### src/rtl/seq_bit_serializer_pkg.sv
// seq_pkg: shared FSM state encoding and idle-level default for the serial feeder
package seq_pkg;

    typedef enum logic [0:0] {
        SER_IDLE  = 1'b0,
        SER_SHIFT = 1'b1
    } ser_state_t;

    localparam logic SER_IDLE_BIT = 1'b0;

endpackage

### src/rtl/seq_bit_serializer_if.sv
// seq_bit_serializer_if: valid/ready word handshake feeding the serializer
interface seq_bit_serializer_if #(
    parameter int WIDTH = 8
);

    logic [WIDTH-1:0] in_data;
    logic             in_valid;
    logic             in_ready;

    modport master (output in_data, output in_valid, input in_ready);
    modport slave  (input in_data, input in_valid, output in_ready);

endinterface

### src/rtl/seq_bit_serializer_fifo.sv
// seq_word_fifo: small word buffer with occupancy count, head-of-queue read and synchronous flush
module seq_word_fifo
    import seq_pkg::*;
#(
    parameter int WIDTH = 8,
    parameter int DEPTH = 4
) (
    input  logic                       clk,
    input  logic                       reset,
    input  logic                       push,
    input  logic                       pop,
    input  logic                       flush,
    input  logic [WIDTH-1:0]           din,
    output logic [WIDTH-1:0]           dout,
    output logic                       full,
    output logic                       empty,
    output logic [$clog2(DEPTH+1)-1:0] count
);

    localparam int AW = $clog2(DEPTH);
    localparam int CW = $clog2(DEPTH + 1);

    logic [WIDTH-1:0] mem_q [DEPTH];
    logic [WIDTH-1:0] mem_d [DEPTH];
    logic [AW-1:0]    wr_ptr_q, wr_ptr_d;
    logic [AW-1:0]    rd_ptr_q, rd_ptr_d;
    logic [CW-1:0]    count_q, count_d;
    logic             do_push, do_pop;

    assign full  = count_q == CW'(DEPTH);
    assign empty = count_q == '0;
    assign count = count_q;
    assign dout  = mem_q[rd_ptr_q];

    // next-state: pointers wrap naturally, occupancy comes from the count so full/empty never alias
    always_comb begin
        do_push  = push && !full && !flush;
        do_pop   = pop && !empty && !flush;
        mem_d    = mem_q;
        if (do_push) mem_d[wr_ptr_q] = din;
        wr_ptr_d = flush ? '0 : wr_ptr_q + AW'(do_push);
        rd_ptr_d = flush ? '0 : rd_ptr_q + AW'(do_pop);
        count_d  = flush ? '0 : count_q + CW'(do_push) - CW'(do_pop);
    end

    // storage and pointer registers
    always_ff @(posedge clk or negedge reset) begin
        if (!reset) begin
            mem_q    <= '{default: '0};
            wr_ptr_q <= '0;
            rd_ptr_q <= '0;
            count_q  <= '0;
        end else begin
            mem_q    <= mem_d;
            wr_ptr_q <= wr_ptr_d;
            rd_ptr_q <= rd_ptr_d;
            count_q  <= count_d;
        end
    end

endmodule

### src/rtl/seq_bit_serializer.sv
// seq_bit_serializer: buffers parallel words and shifts them out one bit per clock, gap-free
module seq_bit_serializer
    import seq_pkg::*;
#(
    parameter int   WIDTH     = 8,
    parameter int   DEPTH     = 4,
    parameter bit   MSB_FIRST = 1'b1,
    parameter logic IDLE_BIT  = SER_IDLE_BIT
) (
    input  logic                        clk,
    input  logic                        reset,
    seq_bit_serializer_if.slave         in_if,
    input  logic                        flush,
    output logic                        x_out,
    output logic                        x_valid,
    output logic                        busy,
    output logic [$clog2(DEPTH+1)-1:0]  fifo_count
);

    localparam int         BW       = $clog2(WIDTH);
    localparam logic [0:0] ST_IDLE  = SER_IDLE;
    localparam logic [0:0] ST_SHIFT = SER_SHIFT;

    logic [0:0]       state_q, state_d;
    logic [WIDTH-1:0] shreg_q, shreg_d;
    logic [BW-1:0]    bit_cnt_q, bit_cnt_d;
    logic             x_out_q, x_out_d;
    logic             x_valid_q, x_valid_d;
    logic [WIDTH-1:0] fifo_dout;
    logic             fifo_full, fifo_empty;
    logic             push, pop;

    function automatic logic lead_bit(input logic [WIDTH-1:0] w);
        return MSB_FIRST ? w[WIDTH-1] : w[0];
    endfunction

    function automatic logic [WIDTH-1:0] shift_word(input logic [WIDTH-1:0] w);
        return MSB_FIRST ? {w[WIDTH-2:0], 1'b0} : {1'b0, w[WIDTH-1:1]};
    endfunction

    seq_word_fifo #(.WIDTH(WIDTH), .DEPTH(DEPTH)) u_fifo (
        .clk   (clk),
        .reset (reset),
        .push  (push),
        .pop   (pop),
        .flush (flush),
        .din   (in_if.in_data),
        .dout  (fifo_dout),
        .full  (fifo_full),
        .empty (fifo_empty),
        .count (fifo_count)
    );

    assign in_if.in_ready = !fifo_full && !flush;
    assign push           = in_if.in_valid && in_if.in_ready;
    assign pop            = !flush && !fifo_empty && (state_q == ST_IDLE || bit_cnt_q == '0);
    assign x_out          = x_out_q;
    assign x_valid        = x_valid_q;
    assign busy           = state_q == ST_SHIFT || fifo_count != '0;

    // FSM: load the head word while idle or on the last bit (no bubble), otherwise shift or go idle
    always_comb begin
        state_d   = state_q;
        shreg_d   = shreg_q;
        bit_cnt_d = bit_cnt_q;
        x_out_d   = x_out_q;
        x_valid_d = x_valid_q;
        if (flush) begin
            state_d   = ST_IDLE;
            bit_cnt_d = '0;
            x_out_d   = IDLE_BIT;
            x_valid_d = 1'b0;
        end else if (pop) begin
            state_d   = ST_SHIFT;
            shreg_d   = fifo_dout;
            bit_cnt_d = BW'(WIDTH - 1);
            x_out_d   = lead_bit(fifo_dout);
            x_valid_d = 1'b1;
        end else if (state_q == ST_SHIFT && bit_cnt_q != '0) begin
            shreg_d   = shift_word(shreg_q);
            bit_cnt_d = bit_cnt_q - BW'(1);
            x_out_d   = lead_bit(shift_word(shreg_q));
        end else begin
            state_d   = ST_IDLE;
            x_out_d   = IDLE_BIT;
            x_valid_d = 1'b0;
        end
    end

    // shifter and registered serial outputs
    always_ff @(posedge clk or negedge reset) begin
        if (!reset) begin
            state_q   <= ST_IDLE;
            shreg_q   <= '0;
            bit_cnt_q <= '0;
            x_out_q   <= IDLE_BIT;
            x_valid_q <= 1'b0;
        end else begin
            state_q   <= state_d;
            shreg_q   <= shreg_d;
            bit_cnt_q <= bit_cnt_d;
            x_out_q   <= x_out_d;
            x_valid_q <= x_valid_d;
        end
    end

endmodule

### src/flat_wrapper.sv
// flat-port wrapper written by rule: the top's interface ports become plain ports
module seq_bit_serializer_flat import seq_pkg::*;
#(
    parameter int   WIDTH     = 8,
    parameter int   DEPTH     = 4,
    parameter bit   MSB_FIRST = 1'b1,
    parameter logic IDLE_BIT  = SER_IDLE_BIT
)
  (clk, reset, flush, x_out, x_valid, busy, fifo_count, in_if_in_data, in_if_in_valid, in_if_in_ready);
  seq_bit_serializer_if #(.WIDTH(WIDTH)) in_if_i ();
  input  logic clk;
  input  logic reset;
  input  logic flush;
  output logic x_out;
  output logic x_valid;
  output logic busy;
  output logic [$clog2(DEPTH+1)-1:0] fifo_count;
  input wire logic [$bits(in_if_i.in_data)-1:0] in_if_in_data;
  input wire logic [$bits(in_if_i.in_valid)-1:0] in_if_in_valid;
  output wire logic [$bits(in_if_i.in_ready)-1:0] in_if_in_ready;
  assign in_if_i.in_data = in_if_in_data;
  assign in_if_i.in_valid = in_if_in_valid;
  assign in_if_in_ready = in_if_i.in_ready;
  seq_bit_serializer #(.WIDTH(WIDTH), .DEPTH(DEPTH), .MSB_FIRST(MSB_FIRST), .IDLE_BIT(IDLE_BIT)) u_core (.clk(clk), .reset(reset), .in_if(in_if_i), .flush(flush), .x_out(x_out), .x_valid(x_valid), .busy(busy), .fifo_count(fifo_count));
endmodule
### config.mk
export PLATFORM = sky130hd
export DESIGN_NAME = seq_bit_serializer_flat
export DESIGN_NICKNAME = d
export VERILOG_FILES = /design/src/rtl/seq_bit_serializer_pkg.sv /design/src/rtl/seq_bit_serializer_if.sv /design/src/rtl/seq_bit_serializer_fifo.sv /design/src/rtl/seq_bit_serializer.sv /design/src/flat_wrapper.sv
export SDC_FILE = /design/constraint.sdc
export NUM_CORES = 1
export LEC_CHECK = 0
export ABC_AREA = 1
export BUFFER_PORTS_ARGS = -buffer_cell sky130_fd_sc_hd__buf_4
export CAP_MARGIN = 20
export CORE_ASPECT_RATIO = 1.2
export CORE_MARGIN = 10
export CORE_UTILIZATION = 45
export DETAILED_ROUTE_END_ITERATION = 12
export SYNTH_ARGS = -nofsm -noshare
export SYNTH_HDL_FRONTEND = slang
export SYNTH_SLANG_ARGS = --single-unit
### constraint.sdc
create_clock -name clk -period 2.5 [get_ports clk]
set_clock_uncertainty 0.1 [all_clocks]
set_input_delay 0.5 -clock clk [delete_from_list [all_inputs] [get_ports clk]]
set_output_delay 0.5 -clock clk [all_outputs]
set_load 0.02 [all_outputs]
## Word level (Yosys, flattened, before mapping)

Cells that the tools add are included.
Widths: inputs -> output; s select.

- Register bits after elaboration: 51
- Bits of input ports: 12
- Output and inout port bits: 7
- Word-level logic and storage cells: 67

- $add $sub $neg: 5
- Order comparisons: 3
- Equality and inequality tests: 2
- Muxes and demuxes: 20
- Bitwise logic cells: 4
- Reductions and logical operators: 22

Operator list:

| cell | count |
|---|---|
| $bwmux 32 | 1 |
| $mux 8 | 3 |
| $bmux 8 s2 | 1 |
| $demux 8 s2 | 1 |
| $mux 7 | 2 |
| $mux 3 | 4 |
| $logic_and 1x1->1 | 10 |
| $reduce_bool 3->1 | 3 |
| $ge 3x3->1 const B | 2 |
| $logic_not 3->1 | 2 |
| $mux 1 | 6 |
| $not 2->3 | 2 |
| $add 2x1->2 | 2 |
| $mux 2 | 2 |
| $add 3x1->3 | 1 |
| $eq 3x3->1 const B | 1 |
| $logic_not 1->1 | 3 |
| $lt 3x1->1 const B | 1 |
| $ne 3x3->1 const B | 1 |
| $sub 3x1->3 | 1 |
| $sub 3x1->3 const B | 1 |
| $logic_or 1x1->1 | 2 |
| $not 1->1 | 2 |
| $reduce_and 2->1 | 1 |
| $reduce_bool 2->1 | 1 |

## Logic depth before layout (Yosys ltp)

Gate-level depths: netlist (run 1).

- Depth in word-level cells: 9
- Mapped depth: 15
- Depth with buffers taken out: 15

## Modules after synthesis

From an unflattened synthesis (run 1), not the netlist that was laid out.

- Cells, all modules: 342
- Area total of the unflattened synthesis: 2727.6 µm²

By module, submodules not included:

| module | times used | cells each | area each (µm²) | seq. area each (µm²) |
|---|---|---|---|---|
| seq_word_fifo | 1 | 252 | 2040.7 | 975.9 |
| seq_bit_serializer | 1 | 90 | 686.9 | 300.3 |

## Worst setup path before layout (run 1)

Ideal clock, no wire load.

- Path kind: reg-to-reg
- Start point: register u_core.bit_cnt_q[0]
- End point: register u_core.u_fifo.count_q[2], in the netlist u_core.u_fifo.count[2]
- Library setup time: 0.086 ns
- Arrival: 2.122 ns
- Required time: 2.314 ns
- Slack: 0.192 ns
- Stages on the path, launching flop included: 15
- Buffers on the path: 0
- Clock period less this slack: 2.308 ns
- Cells stage by stage: dfrtp_1 -> inv_1 -> ha_1 -> ha_1 -> inv_1 -> nand2_1 -> nand2_1 -> nor2_2 -> nand2_1 -> nand2_1 -> ha_1 -> inv_1 -> fa_1 -> and3_1 -> nor3_1

- Longest elaborated chain between the ends: 7

RTL lines:

| element | line | text |
|---|---|---|
| start: declaration | seq_bit_serializer.sv:26 | `logic [BW-1:0] bit_cnt_q, bit_cnt_d;` |
| start signal: assignment | seq_bit_serializer.sv:101 | `bit_cnt_q <= bit_cnt_d;` |
| $logic_not 3->1 | seq_bit_serializer.sv:56 | `assign pop = !flush && !fifo_empty && (state_q == ST_IDLE \|\| bit_cnt_q == '0);` |
| $logic_or 1x1->1 | seq_bit_serializer.sv:56 |  |
| $logic_and 1x1->1 | seq_bit_serializer.sv:56 |  |
| $logic_and 1x1->1 (2 in series) | seq_bit_serializer_fifo.sv:38 | `do_pop = pop && !empty && !flush;` |
| $sub 3x1->3 | seq_bit_serializer_fifo.sv:43 | `count_d = flush ? '0 : count_q + CW'(do_push) - CW'(do_pop);` |
| $mux 3 | seq_bit_serializer_fifo.sv:43 |  |
| via u_core.u_fifo.count_d[2] | seq_bit_serializer_fifo.sv:27 | `logic [CW-1:0] count_q, count_d;` |
| end signal: assignment | seq_bit_serializer_fifo.sv:57 | `count_q <= count_d;` |
| end: declaration | seq_bit_serializer_fifo.sv:27 |  |

The timed path passes the listed nets, and every way through them passes these cells.
A chain may end at the register's enable or synchronous reset.

## Worst setup path after layout (run 1)

Same ends and word-level chain as after synthesis.

==> results of run 1 <==
## sequential cells by signal (all words and copies together), names as in the netlist
signal                  count
u_core.u_fifo.mem_q        32
u_core.u_fifo.wr_ptr_q      2
u_core.x_out                1
u_core.u_fifo.count         3
u_core.u_fifo.rd_ptr_q      2
u_core.state_q              1
u_core.shreg_q              7
u_core.bit_cnt_q            3
## worst max path at each step
stage	slack, ns	startpoint	end	depth (start not counted)
2_1_floorplan	0.19	u_core.bit_cnt_q[0]	u_core.u_fifo.count[2]	14
3_3_place_gp	0.27	u_core.bit_cnt_q[0]	u_core.u_fifo.count[2]	15
3_5_place_dp	0.21	u_core.bit_cnt_q[0]	u_core.u_fifo.count[2]	15
4_1_cts	0.17	u_core.bit_cnt_q[0]	u_core.u_fifo.count[2]	15
5_1_grt	0.006	u_core.bit_cnt_q[0]	u_core.u_fifo.count[2]	15
6_report	0.20	u_core.bit_cnt_q[0]	u_core.u_fifo.count[2]	15
## per-stage QoR
step | util | std cells | hold slack [ns] | cell area (um2) | power (uW)
2_1_floorplan | - | 303 | 0.104 | 2520 | 2260
3_3_place_gp | 0.503 | 379 | 0.361 | 2700 | 2630
3_5_place_dp | 0.503 | 379 | 0.364 | 2700 | 2660
4_1_cts | 0.519 | 387 | 0.137 | 2790 | 3130
5_1_grt | 0.520 | 387 | 0.158 | 2790 | 3420
6_report | 0.520 | 387 | 0.119 | 2790 | 3110
## cells in the mapped netlist (all sizes together)
| library cell | instances | area [um2] |
|---|---|---|
| and3 | 1 | 6.26 |
| nand2 | 94 | 355 |
| a31oi | 1 | 6.26 |
| nor3 | 1 | 5.00 |
| or2 | 1 | 6.26 |
| inv | 45 | 169 |
| buf | 6 | 55.1 |
| dfrtp | 51 | 1280 |
| nand3 | 18 | 140 |
| clkbuf | 2 | 7.51 |
| a21oi | 8 | 51.3 |
| xnor2 | 1 | 8.76 |
| o21ai | 46 | 260 |
| fa | 1 | 20.0 |
| ha | 4 | 50.1 |
| nor2 | 20 | 80.1 |
| o211ai | 3 | 22.5 |
## worst reg2reg max path, stage by stage (launching register included)
cell and delay, ns:
dfrtp_1 0.33, inv_1 0.06, ha_1 0.20, ha_1 0.21
inv_1 0.07, nand2_2 0.07, nand2_1 0.09, inv_1 0.07
nand2_1 0.08, nand2_1 0.07, nand2_1 0.06, ha_1 0.13
inv_1 0.04, fa_1 0.37, and3_1 0.18, nor3_2 0.09
## power by group
part / internal (uW) / switching, uW / leakage [uW]
Clock: 196 / 268 / 0.0000412
Sequential: 1140 / 183 / 0.000661
Combinational: 513 / 812 / 0.000705
## placed cells by master (no fill, tap or decap), types with 3 or more instances in the layout
cell type / instances
a21oi_1: 7
buf_4: 22
clkbuf_8: 5
dfrtp_1: 51
ha_1: 4
inv_1: 44
nand2_1: 92
nand3_1: 14
nand3_4: 4
nor2_1: 18
o211ai_1: 3
o21ai_0: 14
o21ai_1: 24
o21ai_2: 8
## layer usage
layer | vias up | part of all wire | GRT usage | routed length (um)
li1 | 994 | - | - | -
met1 | 866 | 0.46 | 0.149 | 2330
met2 | 34 | 0.47 | 0.207 | 2390
met3 | 4 | 0.055 | 0.0295 | 278
met4 | 0 | 0.0079 | 0.0374 | 40
met5 | - | 0 | 0 | 0
## layout make-up
class,count,area share
Multi-Input combinational cell,199,0.365
Sequential cell,51,0.457
Timing Repair Buffer,22,0.0591
Clock inverter,2,0.00448
Tap cell,62,0.0278
Clock buffer,6,0.0260
Inverter,45,0.0605
## logic make-up (layout without fill, tap and decap cells)
family,count (synthesis),after routing,synth area share
AOI/OAI and AO/OA,58,58,0.135
buffers and inverters,53,75,0.0919
xor gates and xnor gates,1,1,0.00348
adders and majority gates,5,5,0.0278
DFF,51,51,0.506
and+or+nand+nor,135,135,0.235
==> results.md, run 1 <==
- Run status: completed
- Num rows: 29
- CP max stage cell: fa_1
- CTS max path bufs: 2
- Vias in the first global route: 1896
- Slowest cell delay on critical path: 0.37 ns
- Post-detail-place hpwl: 3490 um
- Clock slew at reported path FFs: 0.09 ns
- Worst R2R End: u_core.u_fifo.count[2]
- Largest net degree at the start of global routing: 52
- N_diodes: 0
- Peak Freq: 0.435 GHz
- Setup violators final: 0
- Crit path max fanout: 5
- Synth Instances: 303
- Resized cells post-CTS: 0
- P&R area growth vs syn: 10.8%
- Crit. End Element: flip-flop
- Die height: 102 um
- Total number of yosys warnings: 0
- Setup WS post-layout: 0.203 ns
- CP Cell Sequence: inv_1 > ha_1 > ha_1 > inv_1 > nand2_2 > nand2_1 > inv_1 > nand2_1 > nand2_1 > nand2_1 > ha_1 > inv_1 > fa_1 > and3_1 > nor3_2
- Critical path launch point type: flip-flop
- Syn Nets: 320
- RSZ-0062 raised after global routing: no
- CP arrival: 2.43 ns
- Iter 0 DRT Violations: 131
- HP Class: in -> async
- Worst r2r src: u_core.bit_cnt_q[0]
- Antenna violations before repair: 0
- Core area: 5370 um2
- Crit path max-delay family: adder cells
- WP buf/inv: 4
- Filler cells: 537
- Die ar.: 9010 um2
- Post-synthesis cell area: 2520 um2
- Drt first pass iters: 4
- Area occupied by multi-input gates: 1020 um2
- Worst skew pair latency: 0.30 ns
- Drt drc: 0
- WL/cell: 13.0 um
- Max_slew headroom: 0.566
- Routed via count: 1898
- Power Dens Cells: 1110 nW/um2
- Peak ir drop on the vdd network: 0.454 mV
- Synth Register Bits: 51
- TritonCTS clock tree: yes
- Synth cell types: 25
- Routed Antenna Nets: 0
- Via-to-Cell Ratio: 4.90
- First-pass GRT wire length: 8810 um
- Critical path class: reg -> reg
- # H-tree levels: 2
- Placer Congestion: 0.758
- CTS Sinks: 51
- Pre-CTS setup slack: 0.207 ns
- Share of layout cells above drive strength 1: 0.151
- Worst R2R Setup Slack: 0.20 ns
- Global Route Usage Sum: 0.122
- Num CTS Buffers: 5
- R2R depth: 15
- Hold Buf Count CTS: 0
- Tcrit/Tclk final: 0.919
- Final min period: 2.30 ns
- Final WL: 5040 um
- Max Slew Vio Count: 0
- Setup TNS Final: 0 ns
- Final #Nets: 341
- Hold Fails Final Rpt: 0
- Syn Area/Cell: 8.32 um2
- Root buffer cell: clkbuf_8
- Register area share after synthesis: 0.506
- Max_cap viols: 0
- # Post-CTS Setup Buffers: 0
- Sequential Area: 1280 um2
- Required time worst endpoint: 2.63 ns
- Ports: 19
- PortBufs: 18
- Horiz. Die Dim: 88.3 um
- Leakage Power: 0.00141 uW
- Initial Util: 0.469
- Least-Margin Pin Slew: 0.651 ns
- Overflow after GRT: 0
(Power assumes the default switching activity.)
==> run 2: changes to the inputs <==
Clock period 2.5 ns to 2.1 ns, I/O delays scaled along.
==> run 2 against run 1 <==
Compared with the run above:
- via count up 1.8%
- clock-buffer cell count up 1
- largest cell class unchanged
- highest routed layer unchanged
- combinational power up 34%
- sequential cell count unchanged
- fmax up 13%
- utilization up 2.7 points
- critical path depth down 1
- sequential share of layout area down 2.1 points
- critical path type unchanged
- first-iteration DRC count up 7.6%
==> results.md, run 2 (synthesized netlist as in run 1, its figures left out) <==
- Most common cell after layout, fill and taps aside: nand2_1
- Final WL: 5090 um
- Required time worst endpoint: 2.23 ns
- Switch Pwr: 1600 uW
- Design Area, Final: 2940 um2
- Crit path max-delay family: adder cells
- PortBufs: 18
- Hold Fails Final Rpt: 0
- Placer Congestion: 0.788
- Net Sw Frac: 0.399
- WL/cell: 13.0 um
- Die height: 102 um
- Peak Freq: 0.492 GHz
- Post-route insts no fill: 392
- Least-Margin Pin Slew: 0.653 ns
- Vias in the first global route: 1941
- Clock slew at reported path FFs: 0.09 ns
- Setup WS post-layout: 0.0664 ns
- WP buf/inv: 3
- Worst R2R Setup Slack: 0.07 ns
- CTS Sinks: 51
- Num rows: 29
- RSZ-0062 raised after global routing: yes
- TritonCTS clock tree: yes
- Biggest register: u_core.u_fifo.mem_q
- Final #Nets: 346
- Area after DPL: 2750 um2
- Final min period: 2.03 ns
- Ports: 19
- Routed Antenna Nets: 0
- Worst skew pair latency: 0.30 ns
- CP max stage cell: dfrtp_1
- Total Power Consumption: 4000 uW
- # H-tree levels: 2
- Setup violators final: 0
- Filler cells: 526
- Tcrit/Tclk final: 0.968
- Run status: completed
- Share of layout cells above drive strength 1: 0.221
- CP arrival: 2.16 ns
- Via-to-Cell Ratio: 4.93
- Crit. End Element: flip-flop
- First-pass GRT wire length: 8930 um
- Top flop regs: u_core.u_fifo.mem_q: 32 flops, u_core.shreg_q: 7 flops
- Iter 0 DRT Violations: 141
- Core area: 5370 um2
- Power Dens Cells: 1360 nW/um2
- Root buffer cell: clkbuf_8
- Initial Util: 0.469
- Most frequent CP cell: ha_4
- Pre-CTS setup slack: -0.0203 ns
- CP Cell Sequence: inv_2 > ha_4 > ha_4 > inv_4 > nand2_4 > nand2_4 > nor2_4 > nand2_2 > nand2_2 > ha_4 > inv_2 > fa_2 > and3_4 > nor3_2
- HP Class: in -> async
- P&R area growth vs syn: 16.5%
- Sequential share of power: 0.402
- Combinational power share: 0.442
- Slowest cell delay on critical path: 0.38 ns
- Critical path launch point type: flip-flop
- Peak ir drop on the vdd network: 0.672 mV
- Routed via count: 1932
- Max FFs per register: 32
- Die ar.: 9010 um2
- Max_slew headroom: 0.565
- Horiz. Die Dim: 88.3 um
- Overflow after GRT: 0
- Post-detail-place hpwl: 3610 um
- Leakage Power: 0.00144 uW
- Hold Buf Count CTS: 0
- N_diodes: 0
- Drt drc: 0
- Setup TNS Final: 0 ns
- Internal power: 2410 uW
- Clk network pwr share: 0.156
- Max_cap viols: 0
- Crit path max fanout: 3
- Antenna violations before repair: 0
- Worst R2R End: u_core.u_fifo.count[2]
- Largest net degree at the start of global routing: 52
- CTS max path bufs: 2
- R2R depth: 14
- Global Route Usage Sum: 0.124
- Worst r2r src: u_core.bit_cnt_q[0]
- Cells after DPL: 381
- Critical path class: reg -> reg
- Num CTS Buffers: 5
- Drt first pass iters: 4
- Max Slew Vio Count: 0
- Commonest non-fill, non-tap cells in the layout: nand2_1 (87), dfrtp_1 (49), inv_1 (39)
## run 2: changes by cell type in the layout (fill, tap and decap cells not counted), sizes merged
cell,change
buf,+5
clkbuf,+1
clkinv,-1
## run 2: how the worst max path moves through the flow
stage	from	cells after the start	endpoint	slack (ns)
floorplan	u_core.u_fifo.count[1]	11	u_core.u_fifo.count[2]	-0.04
global placement	u_core.bit_cnt_q[1]	14	u_core.u_fifo.count[2]	0.03
finish	u_core.bit_cnt_q[0]	14	u_core.u_fifo.count[2]	0.07
CTS	u_core.bit_cnt_q[0]	14	u_core.u_fifo.count[2]	-0.04
detailed placement	u_core.bit_cnt_q[0]	14	u_core.u_fifo.count[2]	-0.02
global route	u_core.bit_cnt_q[0]	14	u_core.u_fifo.count[2]	-0.06
## run 2: area by class of cell
class	count	area (um2)	area share
inverters	45	171	0.0584
repair buffers	27	203	0.0691
clock buffers	7	96.3	0.0328
well taps	62	77.6	0.0264
flip-flops and latches	51	1280	0.436
multi-input cells	199	1100	0.375
clock inverters	1	7.51	0.00256
## run 2: worst register-to-register path: stages, from the launching register on
cell and delay (ns):
dfrtp_1 0.38, inv_2 0.08, ha_4 0.13, ha_4 0.13, inv_4 0.03, nand2_4 0.06
nand2_4 0.06, nor2_4 0.09, nand2_2 0.06, nand2_2 0.08, ha_4 0.12, inv_2 0.03
fa_2 0.33, and3_4 0.16, nor3_2 0.11
## run 2: power groups by stage
stage | combinational (uW) | sequential, uW | clock, uW
final | 1770 | 1610 | 623
after global routing | 2050 | 1660 | 683
after CTS | 1710 | 1600 | 651
after detailed placement | 1640 | 1620 | 0
after global placement | 1610 | 1610 | 0
after floorplan | 1150 | 1610 | 0
## run 2: stage by stage
| step | hold WS, ns | util |
|---|---|---|
| final | 0.0314 | 0.547 |
| after global routing | 0.0883 | 0.547 |
| after CTS | 0.0604 | 0.538 |
| after detailed placement | 0.361 | 0.513 |
| after global placement | 0.358 | 0.513 |
| after floorplan | 0.0244 | - |
## run 2: per-layer routing
metal | part of all wire | wire, um | track usage
met1 | 0.47 | 2410 | 0.152
met2 | 0.48 | 2460 | 0.209
met3 | 0.027 | 138 | 0.0247
met4 | 0.016 | 80 | 0.0486
met5 | 0 | 0 | 0
## run 2: timing repair
item	CTS	global route
gates resized for setup	6	8
endpoints found under the setup margin	1	2
setup buffers	2	1
pin swaps	8	7
